**config.mk**
```make
export PLATFORM = sky130hd
export DESIGN_NAME = rsa_modexp_engine
export DESIGN_NICKNAME = d
export VERILOG_FILES = /design/src/rtl/rsa_pkg.sv /design/src/rtl/rsa_modmul.sv /design/src/rtl/rsa_modexp_engine.sv
export SDC_FILE = /design/constraint.sdc
export NUM_CORES = 1
export LEC_CHECK = 0
export ABC_AREA = 1
export ABC_CLOCK_PERIOD_IN_PS = 10750
export BUFFER_PORTS_ARGS = -buffer_cell sky130_fd_sc_hd__buf_4
export CAP_MARGIN = 10
export CORE_MARGIN = 2
export CORE_UTILIZATION = 35
export DETAILED_ROUTE_END_ITERATION = 8
export PLACE_DENSITY_LB_ADDON = 0.2
export REMOVE_ABC_BUFFERS = 1
export SLEW_MARGIN = 10
export SYNTH_ARGS = -nofsm -noshare
export SYNTH_HDL_FRONTEND = slang
export SYNTH_SLANG_ARGS = --single-unit
```
**constraint.sdc**
```tcl
create_clock -name clk -period 10.75 [get_ports clk]
set_input_delay 0.5375 -clock clk [delete_from_list [all_inputs] [get_ports clk]]
set_output_delay 0.5375 -clock clk [all_outputs]
set_load 0.01 [all_outputs]
```
**src/rtl/rsa_pkg.sv**
```systemverilog
// rtl/rsa_pkg.sv - shared types, widths and latency helper for the modexp engine
package rsa_pkg;

  localparam int RSA_WIDTH = 32;

  typedef enum logic [2:0] {
    ST_IDLE,
    ST_CHECK,
    ST_REDUCE,
    ST_SQUARE,
    ST_MULT,
    ST_NEXT,
    ST_FINISH
  } rsa_state_e;

  typedef enum logic [1:0] {
    MM_IDLE,
    MM_RUN,
    MM_OUT
  } mm_state_e;

  // cycles from start-accept edge to done for a legal modulus
  function automatic int rsa_latency(input int width, input int exp_width,
                                     input logic [63:0] exponent);
    int ones;
    ones = 0;
    for (int i = 0; i < 64; i++) begin
      if (i < exp_width && exponent[i]) ones = ones + 1;
    end
    return 2 + (width + 1) * (1 + exp_width + ones);
  endfunction

endpackage

```
**src/rtl/rsa_modmul.sv**
```systemverilog
// rtl/rsa_modmul.sv - interleaved shift-add modular multiplier, fixed WIDTH+1 latency
module rsa_modmul
  import rsa_pkg::*;
#(
  parameter int WIDTH = RSA_WIDTH
) (
  input  logic             clk,
  input  logic             reset,
  input  logic             mm_start,
  input  logic [WIDTH-1:0] a,
  input  logic [WIDTH-1:0] b,
  input  logic [WIDTH-1:0] n,
  output logic             mm_done,
  output logic [WIDTH-1:0] product
);

  localparam int CNT_W = (WIDTH > 1) ? $clog2(WIDTH) : 1;
  localparam logic [CNT_W-1:0] LAST = CNT_W'(WIDTH - 1);

  mm_state_e        state_q;
  logic [WIDTH-1:0] a_q, b_q, n_q;
  logic [WIDTH+1:0] p_q, p_d;
  logic [WIDTH+1:0] sum, red1, n_ext, b_ext;
  logic [CNT_W-1:0] cnt_q;
  logic             done_q;

  assign n_ext = {2'b00, n_q};
  assign b_ext = {2'b00, b_q};

  // one MSB-first step: P = 2P + (a_i ? b : 0), then at most two subtractions of n
  always_comb begin
    sum  = (p_q << 1) + (a_q[WIDTH-1] ? b_ext : '0);
    red1 = (sum >= n_ext) ? (sum - n_ext) : sum;
    p_d  = (red1 >= n_ext) ? (red1 - n_ext) : red1;
  end

  // counter-driven IDLE/RUN/OUT sequencing; OUT also accepts a back-to-back start
  always_ff @(posedge clk or posedge reset) begin
    if (reset) begin
      state_q <= MM_IDLE;
      a_q     <= '0;
      b_q     <= '0;
      n_q     <= '0;
      p_q     <= '0;
      cnt_q   <= '0;
      done_q  <= 1'b0;
    end else begin
      done_q <= 1'b0;
      case (state_q)
        MM_IDLE, MM_OUT: begin
          if (mm_start) begin
            a_q     <= a;
            b_q     <= b;
            n_q     <= n;
            p_q     <= '0;
            cnt_q   <= '0;
            state_q <= MM_RUN;
          end else begin
            state_q <= MM_IDLE;
          end
        end
        MM_RUN: begin
          p_q   <= p_d;
          a_q   <= a_q << 1;
          cnt_q <= cnt_q + 1'b1;
          if (cnt_q == LAST) begin
            state_q <= MM_OUT;
            done_q  <= 1'b1;
          end
        end
        default: state_q <= MM_IDLE;
      endcase
    end
  end

  assign mm_done = done_q;
  assign product = p_q[WIDTH-1:0];

endmodule

```
**src/rtl/rsa_modexp_engine.sv**
```systemverilog
// rtl/rsa_modexp_engine.sv - left-to-right square-and-multiply modular exponentiation
module rsa_modexp_engine
  import rsa_pkg::*;
#(
  parameter int WIDTH     = RSA_WIDTH,
  parameter int EXP_WIDTH = WIDTH
) (
  input  logic                 clk,
  input  logic                 reset,
  input  logic                 start,
  input  logic [WIDTH-1:0]     base,
  input  logic [EXP_WIDTH-1:0] exponent,
  input  logic [WIDTH-1:0]     modulus,
  output logic                 busy,
  output logic                 done,
  output logic                 error,
  output logic [WIDTH-1:0]     result
);

  localparam int IDX_W = (EXP_WIDTH > 1) ? $clog2(EXP_WIDTH) : 1;
  localparam logic [IDX_W-1:0] IDX_TOP = IDX_W'(EXP_WIDTH - 1);
  localparam logic [WIDTH-1:0] ONE = WIDTH'(1);
  localparam logic [WIDTH-1:0] TWO = WIDTH'(2);

  rsa_state_e           state_q;
  logic [WIDTH-1:0]     base_q, mod_q, acc_q, b_q, result_q;
  logic [EXP_WIDTH-1:0] exp_q;
  logic [IDX_W-1:0]     idx_q;
  logic                 busy_q, done_q, error_q;

  logic                 mm_start, mm_done;
  logic [WIDTH-1:0]     mm_a, mm_b, mm_product;
  logic                 last_bit;

  assign last_bit = (idx_q == '0);

  // multiplier launch: the next operation issues in the same cycle the previous one completes
  always_comb begin
    mm_start = 1'b0;
    mm_a     = acc_q;
    mm_b     = acc_q;
    case (state_q)
      ST_CHECK: begin
        if (mod_q >= TWO) begin
          mm_start = 1'b1;
          mm_a     = base_q;
          mm_b     = ONE;
        end
      end
      ST_REDUCE: begin
        mm_start = mm_done;
      end
      ST_SQUARE: begin
        if (mm_done) begin
          if (exp_q[idx_q]) begin
            mm_start = 1'b1;
            mm_a     = mm_product;
            mm_b     = b_q;
          end else if (!last_bit) begin
            mm_start = 1'b1;
            mm_a     = mm_product;
            mm_b     = mm_product;
          end
        end
      end
      ST_MULT: begin
        if (mm_done && !last_bit) begin
          mm_start = 1'b1;
          mm_a     = mm_product;
          mm_b     = mm_product;
        end
      end
      default: ;
    endcase
  end

  rsa_modmul #(.WIDTH(WIDTH)) u_modmul (
    .clk     (clk),
    .reset   (reset),
    .mm_start(mm_start),
    .a       (mm_a),
    .b       (mm_b),
    .n       (mod_q),
    .mm_done (mm_done),
    .product (mm_product)
  );

  // engine sequencing: operand capture, exponent scan, registered result and flags
  always_ff @(posedge clk or posedge reset) begin
    if (reset) begin
      state_q  <= ST_IDLE;
      base_q   <= '0;
      mod_q    <= '0;
      exp_q    <= '0;
      acc_q    <= '0;
      b_q      <= '0;
      idx_q    <= '0;
      result_q <= '0;
      busy_q   <= 1'b0;
      done_q   <= 1'b0;
      error_q  <= 1'b0;
    end else begin
      done_q <= 1'b0;
      case (state_q)
        ST_IDLE: begin
          if (start) begin
            base_q  <= base;
            exp_q   <= exponent;
            mod_q   <= modulus;
            idx_q   <= IDX_TOP;
            error_q <= 1'b0;
            busy_q  <= 1'b1;
            state_q <= ST_CHECK;
          end
        end
        ST_CHECK: begin
          if (mod_q < TWO) begin
            error_q  <= 1'b1;
            result_q <= '0;
            state_q  <= ST_FINISH;
          end else begin
            acc_q   <= ONE;
            state_q <= ST_REDUCE;
          end
        end
        ST_REDUCE: begin
          if (mm_done) begin
            b_q     <= mm_product;
            state_q <= ST_SQUARE;
          end
        end
        ST_SQUARE: begin
          if (mm_done) begin
            acc_q <= mm_product;
            if (exp_q[idx_q]) begin
              state_q <= ST_MULT;
            end else if (last_bit) begin
              result_q <= mm_product;
              state_q  <= ST_FINISH;
            end else begin
              idx_q <= idx_q - 1'b1;
            end
          end
        end
        ST_MULT: begin
          if (mm_done) begin
            acc_q <= mm_product;
            if (last_bit) begin
              result_q <= mm_product;
              state_q  <= ST_FINISH;
            end else begin
              idx_q   <= idx_q - 1'b1;
              state_q <= ST_SQUARE;
            end
          end
        end
        ST_FINISH: begin
          done_q  <= 1'b1;
          busy_q  <= 1'b0;
          state_q <= ST_IDLE;
        end
        default: state_q <= ST_IDLE;
      endcase
    end
  end

  assign busy   = busy_q;
  assign done   = done_q;
  assign error  = error_q;
  assign result = result_q;

endmodule

```
; ---- Word level (Yosys, flattened, before mapping)
; Cells that the tools add are included.
[op_classes]
addsub = 5
mul = 0
div = 0
order_cmp = 5
eq_ne = 19
shifts = 0
n_mux = 62
bitwise_logic = 0
n_reduce_logical = 23
[op_table]
columns = operator, n
row1 = two-way mux 32 bit, 17
row2 = one-hot mux 32 bit (3 select lines), 3
row3 = one-hot mux 32 bit (2 select lines), 2
row4 = >= comparator 34 x 32 -> 1 bit, 2
row5 = two-way mux 33 bit, 2
row6 = one-hot mux 33 bit (2 select lines), 1
row7 = adder 34 x 32 -> 34 bit, 1
row8 = two-way mux 34 bit, 1
row9 = subtractor 34 x 32 -> 34 bit, 1
row10 = subtractor 33 x 32 -> 33 bit, 1
row11 = >= comparator 32 x 2 -> 1 bit (second input constant), 1
row12 = less-than comparator 32 x 2 -> 1 bit (second input constant), 1
row13 = two-way mux 5 bit, 6
row14 = two-way mux 3 bit, 8
row15 = one-hot mux 3 bit (5 select lines), 1
row16 = one-hot mux 5 bit (3 select lines), 1
row17 = AND reduction 5 bit, 3
row18 = two-way mux 1 bit, 13
row19 = inequality test 2 x 1 -> 1 bit (second input constant), 5
row20 = inequality test 2 bit (second input constant), 5
row21 = one-hot mux 5 bit (2 select lines), 1
row22 = AND reduction 2 bit, 5
row23 = nonzero test 2 bit, 4
row24 = equality test 3 x 2 -> 1 bit (second input constant), 2
row25 = other kinds (22), 27
[word_totals]
reg_bits = 340
latchBits = 0
mem_bits_rw = 0
mem_bits_ro = 0
inputBits = 99
out_inout_bits = 35
elab_cells = 132
mem_count = 0

; ---- Logic depth before layout (Yosys ltp)
; Gate-level depths: netlist (run 1).
[logic_depth]
word_depth = 7
mapped_depth = 49
ltp_nobuf = 46

; ---- Cells and area by module
; From an unflattened synthesis (run 1), not the netlist that was laid out.
[unflattened]
cells_unflattened = 3789
hier_area_um2 = 25000.2
[modules_own_cells]
columns = mod, instances, cells_each, area_each_um2, seq_area_each_um2
row1 = rsa_modmul, 1, 1948, 12771.0, 3428.3
row2 = rsa_modexp_engine, 1, 1841, 12229.2, 5079.9

; ---- Least setup slack after synthesis (run 1)
; Ideal clock, no wire load.
[synth_timing]
path_kind = flip-flop to flip-flop
from = register u_modmul.a_q[31]
to = register u_modmul.p_q[1]
setup_time_ns = 0.118
t_arrival_ns = 5.649
required_time_ns = 10.632
slack_ns = 4.983
stages_incl_launch_ff = 40
path_buffers = 4
period_less_slack_ns = 5.767
path_cell_list = dfrtp_1 > clkbuf_1 > clkbuf_1 > nand2_1 > inv_1 > ha_1 > fa_1 > nand3_1 > nand3_2 > nand2_1 > nand2_1 > nand2_1 > nand2_2 > a21oi_1 > xor2_1 > inv_1 > ha_1 > nand2_1 > (+4 left out) > nand2_1 > nor2_2 > buf_2 > nand3b_1 > nand2_1 > inv_1 > ha_1 > a21oi_1 > nand2_1 > a21oi_1 > o21ai_2 > nand4_1 > nand3_1 > a21oi_2 > buf_2 > nand4_1 > nand3_1 > nand2_1
[synth_via]
elab_chain_len = 7
elab_cells_between_ends = 9
classes_between = add/sub (3) / order compare (2) / mux (4)
[synth_lines]
columns = item, line_no
row1 = from (decl), rsa_modmul.sv:21  ; logic [WIDTH-1:0] a_q, b_q, n_q;
row2 = from (signal assigned), rsa_modmul.sv:64  ; a_q <= a_q << 1;
row3 = two-way mux 32 bit (*), rsa_modmul.sv:32  ; sum = (p_q << 1) + (a_q[WIDTH-1] ? b_ext : '0);
row4 = adder 34 x 32 -> 34 bit (*), rsa_modmul.sv:32
row5 = subtractor 34 x 32 -> 34 bit or >= comparator 34 x 32 -> 1 bit (tied branches), rsa_modmul.sv:33  ; red1 = (sum >= n_ext) ? (sum - n_ext) : sum;
row6 = two-way mux 34 bit (*), rsa_modmul.sv:33
row7 = subtractor 33 x 32 -> 33 bit or >= comparator 34 x 32 -> 1 bit (tied branches), rsa_modmul.sv:34  ; p_d = (red1 >= n_ext) ? (red1 - n_ext) : red1;
row8 = two-way mux 33 bit (*), rsa_modmul.sv:34
row9 = one-hot mux 33 bit (2 select lines) (*), rsa_modmul.sv:49  ; case (state_q)
row10 = to (signal assigned), rsa_modmul.sv:63  ; p_q <= p_d;
row11 = to (decl), rsa_modmul.sv:22  ; logic [WIDTH+1:0] p_q, p_d;
; Every way passes the cells marked *; elsewhere a longest branch is shown, timed or not.
; A chain may end at the register's enable or synchronous reset.

; ---- Worst setup path after layout (run 1)
[layout_timing]
from = register u_modmul.a_q[31]
to = register u_modmul.p_q[31]
; The elaborated chain is that of the path after synthesis.

==> results.yml, run 1 <==
outcome:
  status: "finished, final reports clean"
synth:
  synth_top_area_share_pct: 35.4
  synthFlopType: "dfrtp_1"
  synthesis.instances: 3669
  seq_area_frac_synth_pct: 35.4
  synthesis.area_um2: 24000
  synth_top_area_cell: "dfrtp_1"
  async_reset_ff_share_pct: 100
  synth_edf_count: 0
  yosysUniqueCellTypes: 51
  synthTopCellsByArea: "dfrtp_1 35%, nand2_1 19%, inv_1 8.0%"
  ys_ff_latch: 340
  avgSynthCellArea_um2: 6.55
  yosys_warnings: 0
min_path:
  hold_path.class: "input port to asynchronous set/reset pin"
sta:
  hold_viol_final: 0
  hold_ws_ns: 0.0690
  fmax_ghz: 0.124
  fin_crit_ns: 8.04
  setup_violations: 0
  grt_setup_unrepaired: "false"
  relSlewSlack_pct: 38.4
  tightest_slew_ns: 0.923
  final.period_utilization_pct: 74.8
  slew_violations: 0
  fin_worst_skew_ns: 0.0167
  finalSetupTns_ns: 0
global_routing:
  grt_pass1_wl_um: 124000
  grt_max_degree: 99
  grt_pass1_vias: 22300
  antenna_found_initial: 2
  overflow: 0
  track_usage_pct: 22.0
routing:
  drt_iter0_drc: 1746
  routed_wl_um: 77800
  drtAntennaViolNets: 0
  wl_per_cell_um: 16.8
  drc: 0
  drt-pass1-iter-count: 5
  route.vias.total: 23200
  via_per_inst: 5.00
placement:
  hpwl_um: 56300
  dpl-instance-area_um2: 25700
  io_buffers: 133
  globalplace.congestion: 0.928
setup_path:
  cp-end-kind: "register"
  path_class: "register to register"
  worst-path-max-fanout: 35
  crit_arrival_ns: 8.56
  crit_slowest_cell: "nand4_4"
  slowest_delay_ns: 0.63
  worstSetupStartpointType: "register"
  cp.required_ns: 11.27
  crit_path_frequent_cell: "nand2_1"
  reg2reg_slack_ns: 2.71
cts:
  ctsLongestPathBuffers: 3
  cts_resized: 0
  clkLatencyLatePin_ns: 0.59
  cts_tree: "done"
  hold_buffers: 0
  cts_setup_buffers: 0
  cts_htree_levels: 2
  numCtsBuffers: 43
  ctsRootBufferMaster: "clkbuf_16"
  clock-sinks: 340
  clkTransAtPathRegs_ns: 0.06
final_layout:
  postLayoutCellArea_um2: 27100
  drive_gt1_share_pct: 7.15
  final_common_cell: "nand2_1"
  layout.nets: 3919
  areaGrowthSynthToFinish_pct: 12.7
  num_antenna_cells: 0
  final_cell_mix: "1,217 x nand2_1, 508 x inv_1, 339 x dfrtp_1"
floorplan:
  die_y_um: 266
  num_rows: 96
  ios: 134
  dieArea_um2: 70800
  die_width_um: 266
  core-area_um2: 68200
  start_util_pct: 35.2
flow_run:
  drv_cap: 0
pwr:
  power_leakage_uw: 0.0151
  vdd_drop_max_uv: 98.3
  power_density_nw_per_um2: 104
kinds of logic (layout without fill, tap and decap cells):
family	Yosys count	after routing	share of synthesized area [%]
DFF	340	340	35.4
xor gates and xnor gates	73	73	2.66
adders and majority gates	101	101	5.35
buffers and inverters	672	751	11.0
AOI/OAI and AO/OA	668	668	14.8
and+or+nand+nor	1815	1815	30.8
cell usage after synthesis (all sizes together) (17+ instances only):
master / count
inv: 517
o21bai: 17
xor2: 35
o21ai: 364
nand2: 1228
nand3b: 20
ha: 98
o22ai: 32
xnor2: 38
nor2: 304
a21oi: 213
buf: 70
nand4: 47
dfrtp: 340
clkbuf: 84
nand3: 179
nor3: 19
power by group:
group / switching, uW / internal (uW)
Clock: 611 / 884
Sequential: 0 / 1280
Combinational: 31.3 / 23.1
Total: 642 / 2190
per-stage QoR:
stage / instances / total power [uW] / setup WS, ns / utilization [%]
2_1_floorplan: 3515 / 1320 / 0.789 / -
3_3_place_gp: 4556 / 1360 / 2.81 / 37.6
3_5_place_dp: 4556 / 1360 / 2.77 / 37.6
4_1_cts: 4630 / 2880 / 2.74 / 39.7
5_1_grt: 4630 / 2930 / 1.92 / 39.7
6_report: 4630 / 2830 / 2.71 / 39.7
critical path: cells and delay by family, from the launching register on:
kind | cells | cell delay, ns
compound gates | 6 | 1.25
simple gates | 22 | 3.80
xor+xnor | 1 | 0.33
flops | 1 | 0.42
fa+ha+maj | 4 | 1.20
buf+inv | 6 | 0.92
sequential cells by signal, summed over array words and instances (netlist names), 2 cells and up:
| register | count |
|---|---|
| u_modmul.b_q | 32 |
| mod_q | 32 |
| state_q | 3 |
| base_q | 32 |
| u_modmul.n_q | 32 |
| u_modmul.cnt_q | 5 |
| exp_q | 32 |
| acc_q | 32 |
| u_modmul.state_q | 2 |
| u_modmul.a_q | 32 |
| u_modmul.p_q | 33 |
| result | 32 |
| idx_q | 5 |
| b_q | 32 |
path summary, 6_finish.rpt:
kind / endpoint / cells after the start / startpoint
max in group asynchronous: u_modmul.mm_done / 3 / reset
worst min-delay path: u_modmul.p_q[1] / 2 / reset
worst max-delay path: u_modmul.p_q[31] / 39 / u_modmul.a_q[31]
min in group clk: base_q[23] / 3 / base[23]
worst min register to register: exp_q[16] / 2 / exp_q[16]
worst max register to register: u_modmul.p_q[31] / 39 / u_modmul.a_q[31]
layout make-up:
type | count | area, um2
sequential | 340 | 8510
clock buffer | 54 | 1150
timing repair buffer | 159 | 1190
fill | 7483 | 41100
multi-input combinational | 2657 | 12900
tap | 882 | 1100
inverter | 518 | 1950
clock inverter | 20 | 278
layer usage:
metal / global-route usage (%) / share of wire [%]
met1: 29.6 / 46
met2: 36.8 / 47
met3: 2.73 / 4.6
met4: 7.20 / 3.0
met5: 0 / 0.030
Note: power is estimated with default switching activity, not from simulation.
==> run 2: changes to the inputs <==
--- a/config.mk
+++ b/config.mk
@@ -5,8 +5,8 @@
 export SDC_FILE = /design/constraint.sdc
 export NUM_CORES = 1
 export LEC_CHECK = 0
-export ABC_AREA = 1
-export ABC_CLOCK_PERIOD_IN_PS = 10750
+export ABC_AREA = 0
+export ABC_CLOCK_PERIOD_IN_PS = 6600
 export BUFFER_PORTS_ARGS = -buffer_cell sky130_fd_sc_hd__buf_4
 export CAP_MARGIN = 10
 export CORE_MARGIN = 2
==> constraint.sdc (replaced) <==
create_clock -name clk -period 6.6 [get_ports clk]
set_input_delay 0.33 -clock clk [delete_from_list [all_inputs] [get_ports clk]]
set_output_delay 0.33 -clock clk [all_outputs]
set_load 0.01 [all_outputs]
==> run 2 against run 1 <==
  * The run now ends with negative setup slack left
  * First-iteration DRC count is 31% lower
  * Final cell count fell by 17%
  * Synthesized cell count decreased by 33%
  * Die area shrank 12%
  * Via count fell by 12%
  * Fmax rose by 9.3%
  * Global-route usage grew 0.35 points
  * Highest routed layer is now met4
==> results.yml, run 2 <==
min_path:
  hold_path.class: "register to register"
global_routing:
  grt_pass1_wl_um: 112000
  track_usage_pct: 22.4
  grt_pass1_vias: 20600
  grt_max_degree: 164
  antenna_found_initial: 1
  overflow: 0
placement:
  dp.cells: 3631
  globalplace.congestion: 0.937
  hpwl_um: 50900
  io_buffers: 133
setup_path:
  cp.required_ns: 7.01
  crit_arrival_ns: 7.76
  reg2reg_slack_ns: -0.75
  worst-path-max-fanout: 8
  slowest_delay_ns: 0.47
  cp-end-kind: "register"
  path_class: "register to register"
  crit_path_frequent_cell: "buf_4"
  crit_slowest_cell: "o211ai_1"
  worstSetupStartpointType: "register"
routing:
  drt-pass1-iter-count: 5
  route.vias.total: 20300
  routed_wl_um: 70600
  drt_iter0_drc: 1213
  via_per_inst: 5.31
  wl_per_cell_um: 18.4
  drc: 0
  drtAntennaViolNets: 0
outcome:
  violations: "negative setup slack"
  status: "finished, violations left"
synth:
  synthTopCellsByArea: "dfrtp_1 40%, nand2_1 11%, ha_1 5.8%"
  synthesis.instances: 2456
  yosysMostFrequentCell: "nand2_1"
  synthesis.area_um2: 21100
  synth_edf_count: 0
  async_reset_ff_share_pct: 100
  seq_area_frac_synth_pct: 40.3
  synth_top_area_share_pct: 40.3
  synthFlopType: "dfrtp_1"
  ys_ff_latch: 340
  yosysUniqueCellTypes: 81
  synth_top_area_cell: "dfrtp_1"
  yosys_warnings: 0
  synthTopCellsByCount: "596 x nand2_1, 340 x dfrtp_1, 220 x o21ai_0, 154 x a21oi_1, 121 x clkbuf_1"
  avgSynthCellArea_um2: 8.60
final_layout:
  regMostFlops: "u_modmul.p_q"
  final_common_cell: "nand2_1"
  layout.nets: 3217
  largest_reg_flops: 33
  drive_gt1_share_pct: 28.0
  final_cells: 3830
  postLayoutCoreUtil_pct: 48.5
  num_antenna_cells: 0
  final_cell_mix: "593 x nand2_1, 555 x buf_4, 340 x dfrtp_1"
  areaGrowthSynthToFinish_pct: 37.7
sta:
  setup_slack_ns: -0.754
  hold_ws_ns: 0.469
  slew_violations: 0
  hold_viol_final: 0
  tightest_slew_ns: 1.14
  relSlewSlack_pct: 24.0
  grt_setup_unrepaired: "true"
  final.period_utilization_pct: 111
  setup_violations: 33
  fin_worst_skew_ns: 0.0235
  fmax_ghz: 0.136
  fin_crit_ns: 7.35
floorplan:
  die_width_um: 250
  dieArea_um2: 62300
  ios: 134
  num_rows: 90
  start_util_pct: 35.2
  die_y_um: 250
  core-area_um2: 60000
cts:
  cts_tree: "done"
  clock-sinks: 340
  ctsLongestPathBuffers: 3
  ctsRootBufferMaster: "clkbuf_16"
  numCtsBuffers: 41
  clkTransAtPathRegs_ns: 0.06
  clkLatencyLatePin_ns: 0.56
  cts_htree_levels: 2
flow_run:
  drv_cap: 0
==> run 2: cell count changes after synthesis, moves of 33 or more <==
cell and change:
a211oi_1 +42, a21oi_1 -58, and2_1 +40, clkbuf_1 +39, inv_1 -432, mux2_2 +46, nand2_1 -623, nand3_1 -132
nand4_1 -33, nor2_1 -207, o21ai_0 -115, or3_1 +34
==> run 2: metrics by stage <==
step | setup WS (ns) | setup TNS (ns) | cell area [um2]
3_3_place_gp | -1.27 | -35.52 | 25700
5_1_grt | -1.11 | -31.48 | 29100
3_5_place_dp | -1.22 | -34.93 | 25700
2_1_floorplan | -3.15 | -1140.93 | 20500
6_report | -0.754 | -20.10 | 29100
4_1_cts | -0.758 | -19.71 | 28600
==> run 2: cell type report <==
| type | instances | area, um2 |
|---|---|---|
| fillers | 5747 | 30900 |
| multi-input cells | 1891 | 12600 |
| flip-flops and latches | 340 | 8510 |
| repair buffers | 665 | 5320 |
| clock buffers | 56 | 1160 |
| well taps | 782 | 978 |
| inverters | 78 | 300 |
| clock inverters | 18 | 189 |
==> run 2: routing by layer <==
| layer | GRT usage, % | part of all wire [%] |
|---|---|---|
| met5 | 0 | 0 |
| met3 | 2.32 | 3.6 |
| met2 | 39.8 | 50 |
| met1 | 28.1 | 43 |
| met4 | 8.18 | 3.5 |
==> run 2: worst paths after layout <==
path	depth (start not counted)	to	start
min in group asynchronous	3	mod_q[2]	reset
hold / removal	2	u_modmul.n_q[0]	mod_q[0]
hold reg to reg	2	u_modmul.n_q[0]	mod_q[0]
max in group asynchronous	4	b_q[27]	reset
setup / recovery	37	u_modmul.p_q[0]	u_modmul.a_q[31]
setup reg to reg	37	u_modmul.p_q[0]	u_modmul.a_q[31]
==> run 2: cells by family after synthesis <==
family / synth area share, %
and+or+nand+nor: 19.1
DFF: 40.3
AOI/OAI and AO/OA: 22.3
adders and majority gates: 6.09
xor gates and xnor gates: 3.53
muxes: 4.47
buffers and inverters: 4.26
==> run 2: timing repair <==
| action | in CTS | in global routing |
|---|---|---|
| hold buffers | 97 | 0 |
| pin swaps | 43 | 61 |
| hold endpoints to repair | 169 | 0 |
| buffers inserted | 19 | 9 |
| gates resized for setup | 95 | 68 |
| gates cloned | 1 | 0 |
| setup endpoints to repair | 33 | 33 |
==> run 2: worst max-delay path, delay by kind of cell (launching register included) <==
kind / cells / cell delay, ns
simple gates: 9 / 1.52
flops: 1 / 0.42
compound gates: 15 / 2.80
fa+ha+maj: 3 / 0.74
xor+xnor: 1 / 0.12
buf+inv: 8 / 1.21
mux: 1 / 0.38
Power of run 2 is left out: the tool's default activity adds up to more than one toggle a clock period on the data nets, which glitch-free logic cannot reach.
